===== config.mk =====
export PLATFORM = sky130hd
export DESIGN_NAME = mmio_led_pwm_flat
export DESIGN_NICKNAME = d
export VERILOG_FILES = /design/src/rtl/mmio_led_pwm_if.sv /design/src/rtl/mmio_led_pwm.sv /design/src/flat_wrapper.sv
export SDC_FILE = /design/constraint.sdc
export NUM_CORES = 1
export LEC_CHECK = 0
export CAP_MARGIN = 10
export CORE_AREA = 2 2 165 183
export CTS_BUF_LIST = sky130_fd_sc_hd__clkbuf_4 sky130_fd_sc_hd__clkbuf_8
export CTS_CLUSTER_SIZE = 12
export DETAILED_ROUTE_END_ITERATION = 8
export DIE_AREA = 0 0 167 185
export HOLD_SLACK_MARGIN = 0.02
export PLACE_DENSITY = 0.69
export SLEW_MARGIN = 20
export SYNTH_ARGS = -nofsm -noshare
export SYNTH_HDL_FRONTEND = slang
export SYNTH_SLANG_ARGS = --single-unit

===== constraint.sdc =====
create_clock -name clk -period 16.72 [get_ports clk]
set_clock_uncertainty 0.05 [all_clocks]
set_input_delay 5.016 -clock clk [delete_from_list [all_inputs] [get_ports clk]]
set_output_delay 5.016 -clock clk [all_outputs]
set_load 0.05 [all_outputs]

===== src/rtl/mmio_led_pwm_if.sv =====
`default_nettype none
// ============================================================================
// Module   : mmio_led_pwm_if
// Brief    : Memory-mapped peripheral bus (cs/we/addr/wdata/rdata) bundle
//            shared by the LED PWM driver and its bus master.
// Revision : 1.0 - initial release
// ============================================================================
interface mmio_led_pwm_if;
    logic        cs;
    logic        we;
    logic [31:0] addr;
    logic [31:0] wdata;
    logic [31:0] rdata;

    modport master (output cs, output we, output addr, output wdata, input rdata);
    modport slave  (input cs, input we, input addr, input wdata, output rdata);
endinterface
`default_nettype wire


===== src/rtl/mmio_led_pwm.sv =====
`default_nettype none
// ============================================================================
// Module   : mmio_led_pwm
// Brief    : Memory-mapped multi-channel LED driver. Each channel is a static
//            level, a PWM brightness or a blinking PWM output. Duty values
//            are double-buffered and only take effect at frame boundaries.
// Revision : 1.0 - initial release
// ============================================================================
module mmio_led_pwm #(
    parameter int N_CH    = 8,
    parameter int CNT_W   = 8,
    parameter int PRESC_W = 16
) (
    input  logic            clk,
    input  logic            reset,
    mmio_led_pwm_if.slave   bus,
    output logic [N_CH-1:0] led_out
);

    localparam logic [5:0]       c_off_mode   = 6'd0;
    localparam logic [5:0]       c_off_static = 6'd1;
    localparam logic [5:0]       c_off_presc  = 6'd2;
    localparam logic [5:0]       c_off_blink  = 6'd3;
    localparam logic [5:0]       c_off_status = 6'd4;
    localparam logic [CNT_W-1:0] c_pwm_max    = {CNT_W{1'b1}};

    logic [2*N_CH-1:0]  mode_q,        mode_d;
    logic [N_CH-1:0]    static_q,      static_d;
    logic [PRESC_W-1:0] presc_q,       presc_d;
    logic [7:0]         blink_q,       blink_d;
    logic [PRESC_W-1:0] presc_cnt_q,   presc_cnt_d;
    logic [CNT_W-1:0]   pwm_cnt_q,     pwm_cnt_d;
    logic [7:0]         blink_cnt_q,   blink_cnt_d;
    logic               blink_phase_q, blink_phase_d;
    logic [CNT_W-1:0]   duty_q   [N_CH];
    logic [CNT_W-1:0]   duty_d   [N_CH];
    logic [CNT_W-1:0]   active_q [N_CH];
    logic [CNT_W-1:0]   active_d [N_CH];
    logic [N_CH-1:0]    led_q,         led_d;

    logic        w_wr;
    logic [5:0]  w_off;
    logic        w_duty_sel;
    logic        w_tick;
    logic        w_frame_start;
    logic [31:0] w_rdata;
    logic        w_unused;

    assign w_wr          = bus.cs & bus.we;
    assign w_off         = bus.addr[7:2];
    // DUTY window is 0x40..0x7C: word offsets 16..31
    assign w_duty_sel    = (w_off[5:4] == 2'b01);
    assign w_tick        = (presc_cnt_q == presc_q);
    assign w_frame_start = w_tick & (pwm_cnt_q == c_pwm_max);
    assign bus.rdata     = w_rdata;
    assign led_out       = led_q;
    assign w_unused      = &{1'b0, bus.addr[31:8], bus.addr[1:0], bus.wdata};

    // Next-state for counters, the blink phase, shadow and active duty, and registers
    always_comb begin
        mode_d        = mode_q;
        static_d      = static_q;
        presc_d       = presc_q;
        blink_d       = blink_q;
        duty_d        = duty_q;
        active_d      = active_q;
        blink_cnt_d   = blink_cnt_q;
        blink_phase_d = blink_phase_q;
        presc_cnt_d   = w_tick ? '0 : presc_cnt_q + 1'b1;
        pwm_cnt_d     = w_tick ? pwm_cnt_q + 1'b1 : pwm_cnt_q;

        // Frame boundary: latch the shadow duties that existed before this edge
        if (w_frame_start) begin
            active_d = duty_q;
            if (blink_cnt_q == blink_q) begin
                blink_cnt_d   = 8'd0;
                blink_phase_d = ~blink_phase_q;
            end else begin
                blink_cnt_d = blink_cnt_q + 8'd1;
            end
        end

        if (w_wr) begin
            case (w_off)
                c_off_mode:   mode_d   = bus.wdata[2*N_CH-1:0];
                c_off_static: static_d = bus.wdata[N_CH-1:0];
                c_off_blink:  blink_d  = bus.wdata[7:0];
                c_off_presc: begin
                    // A PRESC write overrides a coincident tick restart
                    presc_d     = bus.wdata[PRESC_W-1:0];
                    presc_cnt_d = '0;
                end
                default: ;
            endcase
            for (int i = 0; i < N_CH; i++) begin
                if (w_duty_sel && (w_off[3:0] == 4'(i))) begin
                    duty_d[i] = bus.wdata[CNT_W-1:0];
                end
            end
        end
    end

    // Per-channel output selection from the current mode and counter state
    always_comb begin
        led_d = '0;
        for (int i = 0; i < N_CH; i++) begin
            case (mode_q[2*i +: 2])
                2'b00:   led_d[i] = static_q[i];
                2'b01:   led_d[i] = (pwm_cnt_q < active_q[i]);
                2'b10:   led_d[i] = (pwm_cnt_q < active_q[i]) & blink_phase_q;
                default: led_d[i] = 1'b0;
            endcase
        end
    end

    // Combinational read mux; unselected or unmapped offsets return zero
    always_comb begin
        w_rdata = '0;
        if (bus.cs) begin
            case (w_off)
                c_off_mode:   w_rdata[2*N_CH-1:0]  = mode_q;
                c_off_static: w_rdata[N_CH-1:0]    = static_q;
                c_off_presc:  w_rdata[PRESC_W-1:0] = presc_q;
                c_off_blink:  w_rdata[7:0]         = blink_q;
                c_off_status: begin
                    w_rdata[CNT_W-1:0] = pwm_cnt_q;
                    w_rdata[16]        = blink_phase_q;
                end
                default: begin
                    for (int i = 0; i < N_CH; i++) begin
                        if (w_duty_sel && (w_off[3:0] == 4'(i))) begin
                            w_rdata[CNT_W-1:0] = duty_q[i];
                        end
                    end
                end
            endcase
        end
    end

    // State registers with asynchronous clear
    always_ff @(posedge clk or posedge reset) begin
        if (reset) begin
            mode_q        <= '0;
            static_q      <= '0;
            presc_q       <= '0;
            blink_q       <= '0;
            presc_cnt_q   <= '0;
            pwm_cnt_q     <= '0;
            blink_cnt_q   <= '0;
            blink_phase_q <= 1'b0;
            led_q         <= '0;
            for (int i = 0; i < N_CH; i++) begin
                duty_q[i]   <= '0;
                active_q[i] <= '0;
            end
        end else begin
            mode_q        <= mode_d;
            static_q      <= static_d;
            presc_q       <= presc_d;
            blink_q       <= blink_d;
            presc_cnt_q   <= presc_cnt_d;
            pwm_cnt_q     <= pwm_cnt_d;
            blink_cnt_q   <= blink_cnt_d;
            blink_phase_q <= blink_phase_d;
            led_q         <= led_d;
            duty_q        <= duty_d;
            active_q      <= active_d;
        end
    end

endmodule
`default_nettype wire


===== src/flat_wrapper.sv =====
// flat-port wrapper written by rule: the top's interface ports become plain ports
module mmio_led_pwm_flat 
#(
    parameter int N_CH    = 8,
    parameter int CNT_W   = 8,
    parameter int PRESC_W = 16
)
  (clk, reset, led_out, bus_cs, bus_we, bus_addr, bus_wdata, bus_rdata);
  mmio_led_pwm_if bus_i ();
  input  logic clk;
  input  logic reset;
  output logic [N_CH-1:0] led_out;
  input wire logic [$bits(bus_i.cs)-1:0] bus_cs;
  input wire logic [$bits(bus_i.we)-1:0] bus_we;
  input wire logic [$bits(bus_i.addr)-1:0] bus_addr;
  input wire logic [$bits(bus_i.wdata)-1:0] bus_wdata;
  output wire logic [$bits(bus_i.rdata)-1:0] bus_rdata;
  assign bus_i.cs = bus_cs;
  assign bus_i.we = bus_we;
  assign bus_i.addr = bus_addr;
  assign bus_i.wdata = bus_wdata;
  assign bus_rdata = bus_i.rdata;
  mmio_led_pwm #(.N_CH(N_CH), .CNT_W(CNT_W), .PRESC_W(PRESC_W)) u_core (.clk(clk), .reset(reset), .bus(bus_i), .led_out(led_out));
endmodule

# Yosys cells after proc, flatten, opt, wreduce, memory -nomap -nowiden
# Index checks and enable logic that the tools add are counted.
[op_classes] addsub=3 order_cmp=8 eq_ne=31 n_mux=24 bitwise_logic=11 reduce_logical=31
[ops] cell="$mux 8" n=9
[ops] cell="$lt 8x8->1" n=8
[ops] cell="$mux 16" n=3
[ops] cell="$pmux 8 s5" n=1
[ops] cell="$reduce_and 2->1" n=13
[ops] cell="$pmux 1 s3" n=8
[ops] cell="$eq 2x1->1 const B" n=9
[ops] cell="$mux 17" n=1
[ops] cell="$add 16x1->16 const B" n=1
[ops] cell="$add 8x1->8 const B" n=2
[ops] cell="$eq 16x16->1" n=1
[ops] cell="$eq 2x2->1 const B" n=8
[ops] cell="$eq 4x3->1 const B" n=4
[ops] cell="$logic_not 2->1" n=8
[ops] cell="$pmux 8 s2" n=1
[ops] cell="$eq 6x2->1 const B" n=2
[ops] cell="$and 1x1->1" n=10
[ops] cell="$eq 4x2->1 const B" n=2
[ops] cell="$eq 8x8->1" n=1
[ops] cell="$eq 8x8->1 const B" n=1
[ops] cell="$logic_and 1x1->1" n=8
[ops] cell="$eq 6x1->1 const B" n=1
[ops] cell="$eq 6x3->1 const B" n=1
[ops] cell="$logic_not 6->1" n=1
[ops] cell="4 further kinds" n=4
[totals] ff_bits=217 inputBits=68 output_inout_bits=40 word_cells=133

# Logic depth before layout (Yosys ltp)
[logic_depth] word_depth=12 ltp_mapped=9 ltp_nobuf=8

# Least setup slack after synthesis
# OpenSTA, ideal clock, no wires.
[synth_timing] kind="input -> output" start="input port bus_addr[3]" end="output port bus_rdata[2]" arrival_time_ns=7.491 t_required_ns=11.654 setup_slack_ns=4.163 path_stages=7 path_buffers=3 path_cell_list="buf_2 buf_2 buf_1 a21oi_1 o21ai_0 o2111ai_1 a221oi_1"
[synth_between] elab_chain_cells=12 word_cells_on_any_way=31
[synth_lines] element="from (decl)" line_no="flat_wrapper.sv:15" source="input wire logic [$bits(bus_i.addr)-1:0] bus_addr;"
[synth_lines] element="$logic_not 4->1" line_no="mmio_led_pwm.sv:131" source="if (w_duty_sel && (w_off[3:0] == 4'(i))) begin"
[synth_lines] element="$logic_and 1x1->1" line_no="mmio_led_pwm.sv:131"
[synth_lines] element="$mux 8 (8 in series)" line_no="mmio_led_pwm.sv:131"
[synth_lines] element="$pmux 8 s5 *" line_no="mmio_led_pwm.sv:120" source="case (w_off)"
[synth_lines] element="$mux 17 *" line_no="mmio_led_pwm.sv:119" source="if (bus.cs) begin"
[synth_lines] element="to (decl)" line_no="flat_wrapper.sv:17" source="output wire logic [$bits(bus_i.rdata)-1:0] bus_rdata;"
# Every way passes the cells marked *; elsewhere a longest branch is shown, timed or not.

# Final worst setup path
[layout_timing] start="input port bus_addr[2]" end="output port bus_rdata[4]"
# The elaborated chain is that of the path after synthesis.

==> out/metrics.cfg <==
[yosys]
synth_simple_gate_area_share=0.0928
synth_cell_type_count=50
post_synth_edffs=0
synth_top_flop_cell=sky130_fd_sc_hd__dfrtp_1
synth_adder_area_share=0.0647
count_of_mapped_cells_out_of_synthesis=1002
synthXorXnorAreaFrac=0.0353
ys_seq_elements=217
synth_compound_gate_area_share=0.0735
sequential_to_total_area_share_from_yosys_stat=0.476
synth_top_family_by_area=multiplexers
yosys_warnings=0
synth.area.mux_share=0.211
synth_async_sr_flop_share=1.00
post_synth.cell_area_avg_sq_um=11.4
post_synth_instance_area_sq_mm=0.0114

[worst_setup_path]
path_class=in2out
timing.critical_path.fanout_max=34
worstPathRequired_ns=11.65
worst-endpoint-arrival_ns=9.09
crit_path_start_kind=input pin
worst_setup_path_end_kind=output pin

[sta]
grt_setup_unrepaired=no
timing_worst_slew_pin_value_ns=1.11
slew-limit-headroom=0.257
min_period_ns=14.16
setup_ws_final_ns=2.56
final_clock_period_utilization_by_the_worst_path=0.847
hold_violation_total_from_the_final_report=0
setup_violations=0
timing_max_transition_violations_final=0
totalNegativeSetupSlack_ns=0
max_clock_freq_ghz=0.0706

[global_routing]
first_global_vias=7915
global_route.usage.total=0.184
grt_max_degree=137
grt_overflow_total=0
antenna_found_initial=2
grt_pass1_wl_um=44300

[place]
place.port_buffers=50
placedInstanceArea_sq_mm=0.0122
globalplace.congestion=0.886
pre_cts_ws_ns=2.67
detailed_place_hpwl_um=19200

[cts]
worst_skew_pair.late_latency_ns=0.55
post_cts.resized_instances=0
cts_hold_buffers=0
clkTransAtPathRegs_ns=0.06
clock_sinks=217
tritoncts.num_buffers=37
cts_tree=built
cts-root-to-sink-buffers=3
cts-htree-levels=2
postCtsSetupRepairBufs=0
ctsRootBufferMaster=sky130_fd_sc_hd__clkbuf_8

[flow_run]
maxCapViolations=0

[floorplanning]
floorplan.die.width_um=167
placement_rows=66
floorplan.io_pins=108
core-area_sq_mm=0.0292
die_area_sq_mm=0.0309
initial_core_util=0.391
die_height_um=185

[drt]
wl_met2_um=13600
drtIter0Drc=500
top_layer_used=met4
detail_route.vias_per_cell=5.43
avgRoutedWirePerCell_um=19.4
drt.antenna.violating_nets=0
vias=7871
first_pass_iters=5
met3RoutedLength_um=1540
post_detailed_routing_wire_length_um=28100
met1_length_um=12000
post-route-drc-count=0

[finish]
final_core_util=0.443
fin_nets=1180
drive_above_1_share=0.248
synthToLayoutAreaGrowth_pct=13.2
design_area_sq_mm=0.0129
layout_common_cells=sky130_fd_sc_hd__dfrtp_1, sky130_fd_sc_hd__mux2_2, sky130_fd_sc_hd__nand2_1
fill_cells=2704
mostFrequentLayoutCell=sky130_fd_sc_hd__dfrtp_1

[power_and_ir_drop]
power.static_leakage_nw=5.87
pwr_density_cell_mw_per_mm2=105
worst_supply_voltage_drop_on_vdd_v=0.0000546
totalPowerFinal_mw=1.36

[hold_path]
hp_class=reg2reg

[status]
outcome=finished clean

[per-stage QoR]
stage / instances / hold WS (ns)
after global placement: 1388 / 0.411
final: 1449 / 0.432
after global routing: 1447 / 0.459
after CTS: 1447 / 0.435
after floorplan: 1016 / 0.400
after detailed placement: 1388 / 0.423
[where the power goes]
| part | leakage (nW) | switching, mW | total, mW | internal (mW) |
|---|---|---|---|---|
| clock | 0.378 | 0.214 | 0.477 | 0.263 |
| sequential | 2.96 | 0.0601 | 0.624 | 0.564 |
| combinational | 2.53 | 0.146 | 0.256 | 0.110 |
| total | 5.87 | 0.420 | 1.36 | 0.937 |
[layout make-up]
class / instances / area, sq um / share of cell area
tap: 374 / 468 / 0.0362
timing repair buffer: 55 / 537 / 0.0416
clock inverter: 4 / 25.0 / 0.00194
sequential: 217 / 5430 / 0.421
antenna: 2 / 5.00 / 0.000388
clock buffer: 55 / 694 / 0.0538
multi-input combinational: 679 / 5510 / 0.427
inverter: 63 / 244 / 0.0189
[synthesized netlist by cell type, drive strengths merged, types with 3 or more instances]
cell type | count | area, sq um
dfrtp | 217 | 5430
mux2 | 182 | 2050
nand2 | 68 | 258
inv | 62 | 233
ha | 59 | 738
nor2 | 55 | 206
o21ai | 55 | 275
xnor2 | 37 | 324
a21oi | 33 | 165
buf | 31 | 194
clkbuf | 26 | 97.6
nand2b | 20 | 125
mux2i | 18 | 180
a211oi | 13 | 97.6
nand3 | 13 | 65.1
and3 | 12 | 75.1
nor3 | 12 | 85.1
a22oi | 11 | 82.6
nor2b | 11 | 68.8
nand4 | 9 | 56.3
xor2 | 9 | 78.8
mux4 | 8 | 180
a221oi | 7 | 61.3
a311oi | 4 | 35.0
nor4 | 3 | 48.8
or2 | 3 | 18.8
[state kept, by name, indices dropped and copies added (netlist names)]
signal	count
u_core.presc_cnt_q	16
u_core.mode_q	16
u_core.duty_q	64
u_core.blink_phase_q	1
u_core.led_out	8
u_core.active_q	64
u_core.presc_q	16
u_core.static_q	8
u_core.blink_cnt_q	8
u_core.blink_q	8
u_core.pwm_cnt_q	8
[routing by layer]
metal | up-vias | track usage
met5 | - | 0
met4 | 0 | 0.0779
met3 | 56 | 0.0321
met2 | 241 | 0.312
met1 | 3975 | 0.233
li1 | 3599 | -
[cell families after synthesis]
| family | Yosys count |
|---|---|
| compound gates | 138 |
| xor+xnor | 46 |
| fa+ha+maj | 59 |
| buf+inv | 120 |
| flops | 217 |
| mux | 208 |
| other cells | 1 |
| simple gates | 213 |
[critical path: stages]
cell	delay, ns
sky130_fd_sc_hd__clkdlybuf4s50_1	0.45
sky130_fd_sc_hd__buf_4	0.40
sky130_fd_sc_hd__clkinv_1	0.41
sky130_fd_sc_hd__nor2_1	0.89
sky130_fd_sc_hd__nand2_1	0.12
sky130_fd_sc_hd__o21ai_0	0.12
sky130_fd_sc_hd__a221oi_1	0.14
sky130_fd_sc_hd__a221oi_1	0.58
sky130_fd_sc_hd__clkdlybuf4s50_1	0.92
[path summary, 6_finish.rpt]
check | from | to | slack [ns] | cells after the start
worst max register to register | u_core.presc_q[1] | u_core.blink_cnt_q[5] | 13.50 | 6
min in group asynchronous | reset | u_core.active_q[11] | 5.03 | 2
worst min-delay path | u_core.active_q[19] | u_core.active_q[19] | 0.43 | 2
max in group asynchronous | reset | u_core.blink_q[3] | 10.28 | 3
worst min register to register | u_core.active_q[19] | u_core.active_q[19] | 0.43 | 2
worst max-delay path | bus_addr[2] | bus_rdata[4] | 2.56 | 9
Note: power is estimated with default switching activity, not from simulation.
